--- config.mk ---
export PLATFORM = sky130hd
export DESIGN_NAME = uart_rx_fifo
export DESIGN_NICKNAME = d
export VERILOG_FILES = /design/src/rtl/uart_rx_fifo.sv
export SDC_FILE = /design/constraint.sdc
export NUM_CORES = 1
export LEC_CHECK = 0
export BUFFER_PORTS_ARGS = -buffer_cell sky130_fd_sc_hd__buf_4
export CAP_MARGIN = 0
export CORE_UTILIZATION = 50
export DETAILED_ROUTE_END_ITERATION = 8
export GPL_TIMING_DRIVEN = 0
export MAX_ROUTING_LAYER = met4
export PLACE_DENSITY = 0.74
export REMOVE_ABC_BUFFERS = 1
export SLEW_MARGIN = 10
export SYNTH_ARGS = -nofsm -noshare
export SYNTH_HDL_FRONTEND = slang
export SYNTH_SLANG_ARGS = --single-unit
--- constraint.sdc ---
create_clock -name clk -period 4.9 [get_ports clk]
set_input_delay 0.98 -clock clk [delete_from_list [all_inputs] [get_ports clk]]
set_output_delay 0.98 -clock clk [all_outputs]
set_load 0.02 [all_outputs]
--- src/rtl/uart_rx_fifo.sv ---
// UART receive-side capture FSM feeding a show-ahead byte FIFO, with sticky overflow/framing flags.
// Define UART_RX_ERR_CNT_EN to build the saturating framing-error counter; otherwise err_cnt reads 0.
module uart_rx_fifo #(
    parameter int DEPTH_LOG2 = 3
) (
    input  logic                  clk,
    input  logic                  arst,
    input  logic [7:0]            rx_data,
    input  logic                  rx_done,
    input  logic                  rx_err,
    output logic                  rx_clr,
    input  logic                  rd_en,
    output logic [7:0]            rd_data,
    output logic                  empty,
    output logic                  full,
    output logic [DEPTH_LOG2:0]   count,
    output logic                  ovf,
    output logic                  ferr,
    input  logic                  clr_flags,
    output logic [7:0]            err_cnt
);

    localparam int DEPTH = 1 << DEPTH_LOG2;
    localparam logic [DEPTH_LOG2-1:0] PTR_ONE  = DEPTH_LOG2'(1);
    localparam logic [DEPTH_LOG2:0]   CNT_ONE  = (DEPTH_LOG2 + 1)'(1);
    localparam logic [DEPTH_LOG2:0]   CNT_FULL = (DEPTH_LOG2 + 1)'(DEPTH);

    typedef enum logic [1:0] {
        S_IDLE,
        S_CLEAR,
        S_WAIT
    } state_t;

    state_t                 state_q, state_d;
    logic [DEPTH_LOG2-1:0]  wr_ptr_q, wr_ptr_d;
    logic [DEPTH_LOG2-1:0]  rd_ptr_q, rd_ptr_d;
    logic [DEPTH_LOG2:0]    count_q, count_d;
    logic                   ovf_q, ovf_d;
    logic                   ferr_q, ferr_d;
    logic [7:0]             hold_q, hold_d;
    logic [7:0]             mem [DEPTH];

    logic capture_done;
    logic capture_err;
    logic pop_ok;
    logic push_ok;
    logic ovf_set;

    // NOTE: every signal assigned in an always_comb gets a default first, so no path leaves it unassigned and no latch is inferred.
    always_comb begin
        state_d      = state_q;
        rx_clr       = 1'b0;
        capture_done = 1'b0;
        capture_err  = 1'b0;
        unique case (state_q)
            S_IDLE: begin
                if (rx_err) begin
                    capture_err = 1'b1;
                    state_d     = S_CLEAR;
                end else if (rx_done) begin
                    capture_done = 1'b1;
                    state_d      = S_CLEAR;
                end
            end
            S_CLEAR: begin
                rx_clr  = 1'b1;
                state_d = S_WAIT;
            end
            S_WAIT: begin
                // Flags must fall before re-arming, otherwise one frame would be taken twice.
                if (!rx_done && !rx_err) begin
                    state_d = S_IDLE;
                end
            end
            default: state_d = S_IDLE;
        endcase
    end

    assign empty   = (count_q == '0);
    assign full    = (count_q == CNT_FULL);
    assign count   = count_q;
    assign ovf     = ovf_q;
    assign ferr    = ferr_q;
    // Show-ahead head; when empty the last head byte is held so the bus sees a stable value.
    assign rd_data = empty ? hold_q : mem[rd_ptr_q];

    always_comb begin
        pop_ok  = rd_en && !empty;
        push_ok = capture_done && (!full || pop_ok);
        ovf_set = capture_done && full && !pop_ok;

        wr_ptr_d = push_ok ? (wr_ptr_q + PTR_ONE) : wr_ptr_q;
        rd_ptr_d = pop_ok  ? (rd_ptr_q + PTR_ONE) : rd_ptr_q;

        count_d = count_q;
        if (push_ok && !pop_ok) begin
            count_d = count_q + CNT_ONE;
        end else if (pop_ok && !push_ok) begin
            count_d = count_q - CNT_ONE;
        end

        // A new event outranks a simultaneous clear so it is never lost.
        ovf_d  = ovf_set     || (ovf_q  && !clr_flags);
        ferr_d = capture_err || (ferr_q && !clr_flags);
        hold_d = rd_data;
    end

    // NOTE: sequential state uses non-blocking assignments so every flop samples pre-edge values regardless of statement order.
    always_ff @(posedge clk or posedge arst) begin
        if (arst) begin
            state_q  <= S_IDLE;
            wr_ptr_q <= '0;
            rd_ptr_q <= '0;
            count_q  <= '0;
            ovf_q    <= 1'b0;
            ferr_q   <= 1'b0;
            hold_q   <= '0;
        end else begin
            state_q  <= state_d;
            wr_ptr_q <= wr_ptr_d;
            rd_ptr_q <= rd_ptr_d;
            count_q  <= count_d;
            ovf_q    <= ovf_d;
            ferr_q   <= ferr_d;
            hold_q   <= hold_d;
        end
    end

    // NOTE: storage is deliberately left out of reset; count/pointers gate every read, so stale contents are never observed.
    always_ff @(posedge clk) begin
        if (push_ok) begin
            mem[wr_ptr_q] <= rx_data;
        end
    end

`ifdef UART_RX_ERR_CNT_EN
    logic [7:0] err_cnt_q, err_cnt_d;

    always_comb begin
        err_cnt_d = err_cnt_q;
        if (clr_flags) begin
            err_cnt_d = 8'h00;
        end else if (capture_err && (err_cnt_q != 8'hFF)) begin
            err_cnt_d = err_cnt_q + 8'd1;
        end
    end

    always_ff @(posedge clk or posedge arst) begin
        if (arst) begin
            err_cnt_q <= 8'h00;
        end else begin
            err_cnt_q <= err_cnt_d;
        end
    end

    assign err_cnt = err_cnt_q;
`else
    assign err_cnt = 8'h00;
`endif

endmodule
=== Word-level counts from Yosys, hierarchy flattened ===
Memories as Yosys holds them, arrays and structs flattened.
Index checks and enable logic that the tools add are counted.

* Register bits after elaboration: 22
* RAM bits: 64
* Input bits: 14
* Output and inout port bits: 25
* Word-level logic and storage cells: 55
* Memories: 1

{| class="wikitable"
|+ Memory list
! name !! words !! width !! read ports !! clocked after memory_dff !! write ports !! line !! source
|-
| mem || 8 || 8 || 1 || 0 || 1 || 41 || <nowiki>logic [7:0] mem [DEPTH];</nowiki>
|}

* Add/subtract/negate cells: 4
* Equality and inequality tests: 5
* Mux-type cells: 15
* Reductions and logical operators: 23

{| class="wikitable"
|+ Operators with widths
! kind !! count
|-
| 1-bit logical AND || 9
|-
| 1-bit two-way mux || 8
|-
| 4-bit two-way mux || 2
|-
| 8-bit two-way mux || 1
|-
| 1-bit zero test || 7
|-
| 3-bit by 1-bit adder with 3-bit output (second input constant) || 2
|-
| 2-bit two-way mux || 3
|-
| 2-bit case mux with 3 select lines || 1
|-
| 4-bit by 1-bit adder with 4-bit output (second input constant) || 1
|-
| 4-bit == test (second input constant) || 1
|-
| 4-bit zero test || 1
|-
| 4-bit by 1-bit subtractor with 4-bit output (second input constant) || 1
|-
| 1-bit logical OR || 3
|-
| 3-bit != test (second input constant) || 1
|-
| 2-bit by 1-bit == test with 1-bit output (second input constant) || 1
|-
| 2-bit == test (second input constant) || 1
|-
| 2-bit zero test || 1
|-
| 2-bit != test (second input constant) || 1
|-
| 2-bit AND reduction || 1
|-
| 2-bit nonzero test || 1
|}

=== Longest topological paths before layout ===
* Depth in word-level cells: 9
* Mapped depth: 9
* Gate-level depth less buffers: 9

=== Worst setup path after synthesis ===
OpenSTA, ideal clock, no wires.

* Path kind: input-to-reg
* Start point: input port rx_err
* End point: register count_q[3], in the netlist count[3]
* Setup time: 136 ps
* Arrival time: 2954 ps
* Data required time: 4764 ps
* Path slack: 1810 ps
* Cell stages on the path: 8
* Buffers on the path: 0
* Cell sequence: or4b_4 -> a21oi_4 -> ha_1 -> inv_1 -> ha_1 -> a21o_1 -> a2111oi_0 -> o31ai_1

* Cells in the longest elaborated chain, start to end: 6
* Elaborated cells on any way between the ends: 8
* Those cells by class: mux: 3; reduce/logical: 5

{| class="wikitable"
|+ Ends and longest elaborated chain
! what !! line !! source
|-
| start, declared || 10 || <nowiki>input logic rx_err,</nowiki>
|-
| 1-bit two-way mux * || 57 || <nowiki>if (rx_err) begin</nowiki>
|-
| 1-bit two-way mux * || 55 || <nowiki>unique case (state_q)</nowiki>
|-
| 1-bit logical AND * || 89 || <nowiki>push_ok = capture_done && (!full || pop_ok);</nowiki>
|-
| named net push_ok || 46 || <nowiki>logic push_ok;</nowiki>
|-
| 1-bit zero test || 98 || <nowiki>end else if (pop_ok && !push_ok) begin</nowiki>
|-
| 1-bit logical AND || 98 ||
|-
| 2-bit nonzero test (no source line) || n/a ||
|-
| end signal, assigned || 122 || <nowiki>count_q <= count_d;</nowiki>
|-
| end, declared || 37 || <nowiki>logic [DEPTH_LOG2:0] count_q, count_d;</nowiki>
|}

The timed path passes the listed nets; every way through them passes the cells marked *.
A chain may end at the register's enable or synchronous reset.

=== Worst setup path after layout ===
* Start point: register count_q[2], in the netlist count[2]
* End point: output port rd_data[7]

* Cells in the longest elaborated chain, start to end: 2

{| class="wikitable"
|+ Ends and longest elaborated chain
! what !! line !! source
|-
| 4-bit zero test || 79 || <nowiki>assign empty = (count_q == '0);</nowiki>
|-
| 8-bit two-way mux || 85 || <nowiki>assign rd_data = empty ? hold_q : mem[rd_ptr_q];</nowiki>
|-
| end, declared || 13 || <nowiki>output logic [7:0] rd_data,</nowiki>
|}

Every way passes these cells.

==> reports/metrics.yaml <==
status:
  status: "complete, no violations"
power:
  p_per_area_nw_per_um2: 593.0
  power_frac_comb_pct: 38.1
  p_leak_nw: 1.504
  vdd_drop_max_mv: 0.2530
  pwr-share-clk_pct: 20.4
  p_switching_uw: 879.4
  p_sw_share_pct: 35.96
  power_frac_seq_pct: 41.5
  p_int_mw: 1.566
routing:
  vias: 1951
  wl_per_cell_um: 16.56
  drt-total-wl_um: 6095
  drc: 0
  dr.pass1.iters: 4
  dr.first_iter.drc_count: 113
  avgViaCountPerCell: 5.302
  ant_nets: 0
sta:
  clock_skew_ns: 0.01237
  setup_viol: 0
  slew_headroom_pct: 35.56
  fmax_mhz: 302.2
  final-hold-violation-count: 0
  fin_crit_ns: 3.309
  grt_setup_unrepaired: "false"
  timing.setup.tns_ns: 0
  hold-worst-slack_ns: 0.4995
  worst_pin_slew_ns: 0.9595
  finalMaxSlewViolations: 0
  post-route-period-util_pct: 67.52
worst_setup_path:
  reg2reg_to: "count[3]$_DFFE_PP0P_"
  cp_max_fo: 19
  crit_path_start_kind: "register"
  critPathKind: "reg2out"
  endpoint_kind: "output pin"
  r2r-start: "count[2]$_DFFE_PP0P_"
  ff2ff_setup_slack_ns: 1.74
  crit_arrival_ns: 2.33
  required_ns: 3.92
  worstRegToRegCells: 8
finish:
  regArea_um2: 2474
  nets: 287
  multiInputGateArea_um2: 1062
  fill_cells: 546
  post-route-util_pct: 59.71
  n_antenna_cell: 0
  synthToLayoutAreaGrowth_pct: 13.69
  layout-drive-gt1-share_pct: 28.31
  stdcell_area_um2: 4124
synth:
  ys_types: 39
  ys_async_sr_fraction_pct: 25.58
  postSynthCellCount: 234
  ys.flop_type: "edfxtp_1"
  ys_top_cells_by_area: "edfxtp_1 (53%), dfrtp_1 (15%), mux2_2 (5.6%)"
  synth-edff-count: 64
  synth_top_area_share_pct: 52.98
  yosysTopAreaCell: "edfxtp_1"
  yosysWarnings: 0
  syn-cell-area_um2: 3627
  ys_seq_area_share_pct: 68.16
  ys_ff_latch: 86
  syn_avg_cell_area_um2: 15.50
global_routing:
  grt_pass1_vias: 1840
  grt_usage_pct: 18.47
  grt-ovfl-total: 0
  grt_pass1_wl_um: 9556
  antenna_found_initial: 0
  grt_max_degree: 33
cts:
  postCtsHoldBufs: 0
  cts_tree: "built"
  clock_latency_ns: 0.35
  postCtsSetupBuffers: 0
  cts_resized: 0
  cts_max_level: 3
  cts_num_sinks: 86
  ctsRootBufferMaster: "clkbuf_8"
  cts_buffer_depth: 2
  cts_buffers: 9
  cts.clk_slew.worst_paths_ns: 0.09
hold_path:
  holdPathStages: 2
  min_path_type: "reg2reg"
  hold_path_startpoint: "hold_q[0]$_DFF_PP0_"
  holdPathEnd: "hold_q[0]$_DFF_PP0_"
placement:
  place_area_um2: 3920
  portBuffers: 30
  routabilityCongestion: 0.7098
  detailed_place_hpwl_um: 3906
job:
  maxCapViolations: 0
floorplanning:
  die_w_um: 87.18
  dieArea_um2: 7599
  start_util_pct: 52.52
  rows: 30
  io_pins: 39
  die_y_um: 87.18
  core-area_um2: 6907
[how the worst max path moves through the flow]
stage                       startpoint                    to  slack [ns]  depth (start not counted)
2_1_floorplan  rd_ptr_q[0]$_DFFE_PP0N_            rd_data[6]        1.77                          4
3_3_place_gp   rd_ptr_q[0]$_DFFE_PP0N_            rd_data[7]        1.42                          5
3_5_place_dp                    rx_err  count[3]$_DFFE_PP0P_        1.50                          9
4_1_cts           count[2]$_DFFE_PP0P_            rd_data[7]        1.54                          3
5_1_grt           count[2]$_DFFE_PP0P_  count[3]$_DFFE_PP0P_        1.38                          8
6_report          count[2]$_DFFE_PP0P_            rd_data[7]        1.59                          3
[stage by stage]
step                setup slack [ns]  total power, mW  cells
detailed placement             1.497            1.972    352
floorplan                      1.775            1.643    225
finish                         1.591            2.446    368
global placement               1.415            1.928    351
CTS                            1.538            2.468    368
global route                   1.384            2.584    368
[cell usage after synthesis, drive strengths merged (2+ instances only)]
cell and number:
a22oi 8, a21oi 2, nor2 9, o221ai 8
edfxtp 64, nor3 6, clkbuf 3, inv 5
nand2b 5, o21ai 11, mux2i 17, buf 13
mux2 19, xnor2 5, nand2 17, ha 5
dfrtp 22
[sequential cells by signal (all words and copies together), names as in the netlist]
name      count
mem          64
hold_q        8
count         4
rd_ptr_q      3
wr_ptr_q      3
state_q       2
ferr          1
ovf           1
[kinds of logic after synthesis]
kind of cell             synth area share, %
other                                 0.1034
buffers and inverters                  3.277
AND/OR/NAND/NOR                        7.313
flip-flops                             68.16
XOR/XNOR                               1.449
multiplexers                           10.69
AO/OA/AOI/OAI                          6.727
adder cells (fa/ha/maj)                2.277
[layout make-up]
type | count | share of cell area (%)
tap | 96 | 2.913
timing repair buffer | 31 | 5.947
sequential | 86 | 59.98
inverter | 5 | 0.4551
clock inverter | 7 | 1.942
multi-input combinational | 134 | 25.76
clock buffer | 9 | 3.004
[critical path: stages (launching register included)]
cell	delay, ns
dfrtp_1	0.48
nor4_4	0.89
o21ai_0	0.36
buf_4	0.25
[placed cells by master (no fill, tap or decap), types with 9 or more instances in the layout]
cell / n
dfrtp_1: 21
mux2i_1: 17
nand2_1: 15
mux2_2: 18
buf_4: 30
clkbuf_8: 9
o21ai_0: 11
nor2_1: 9
edfxtp_1: 64
[power by group through the flow]
stage	Sequential, mW	Clock [mW]	Combinational [mW]
5_1_grt	1.03	0.541	1.01
4_1_cts	1.02	0.511	0.941
3_5_place_dp	1.03	0	0.940
6_report	1.01	0.500	0.932
3_3_place_gp	1.08	0	0.852
2_1_floorplan	1.07	0	0.569
[routing by layer]
layer	vias to the layer above	GRT usage [%]	wire length, µm	part of all wire, %
li1	932	-	-	-
met1	956	22.57	2718	45
met4	0	5.812	72	1.2
met5	-	-	0	0
met2	54	29.99	3061	50
met3	9	5.213	243	4.0
Power figures use the tool's default switching activity.
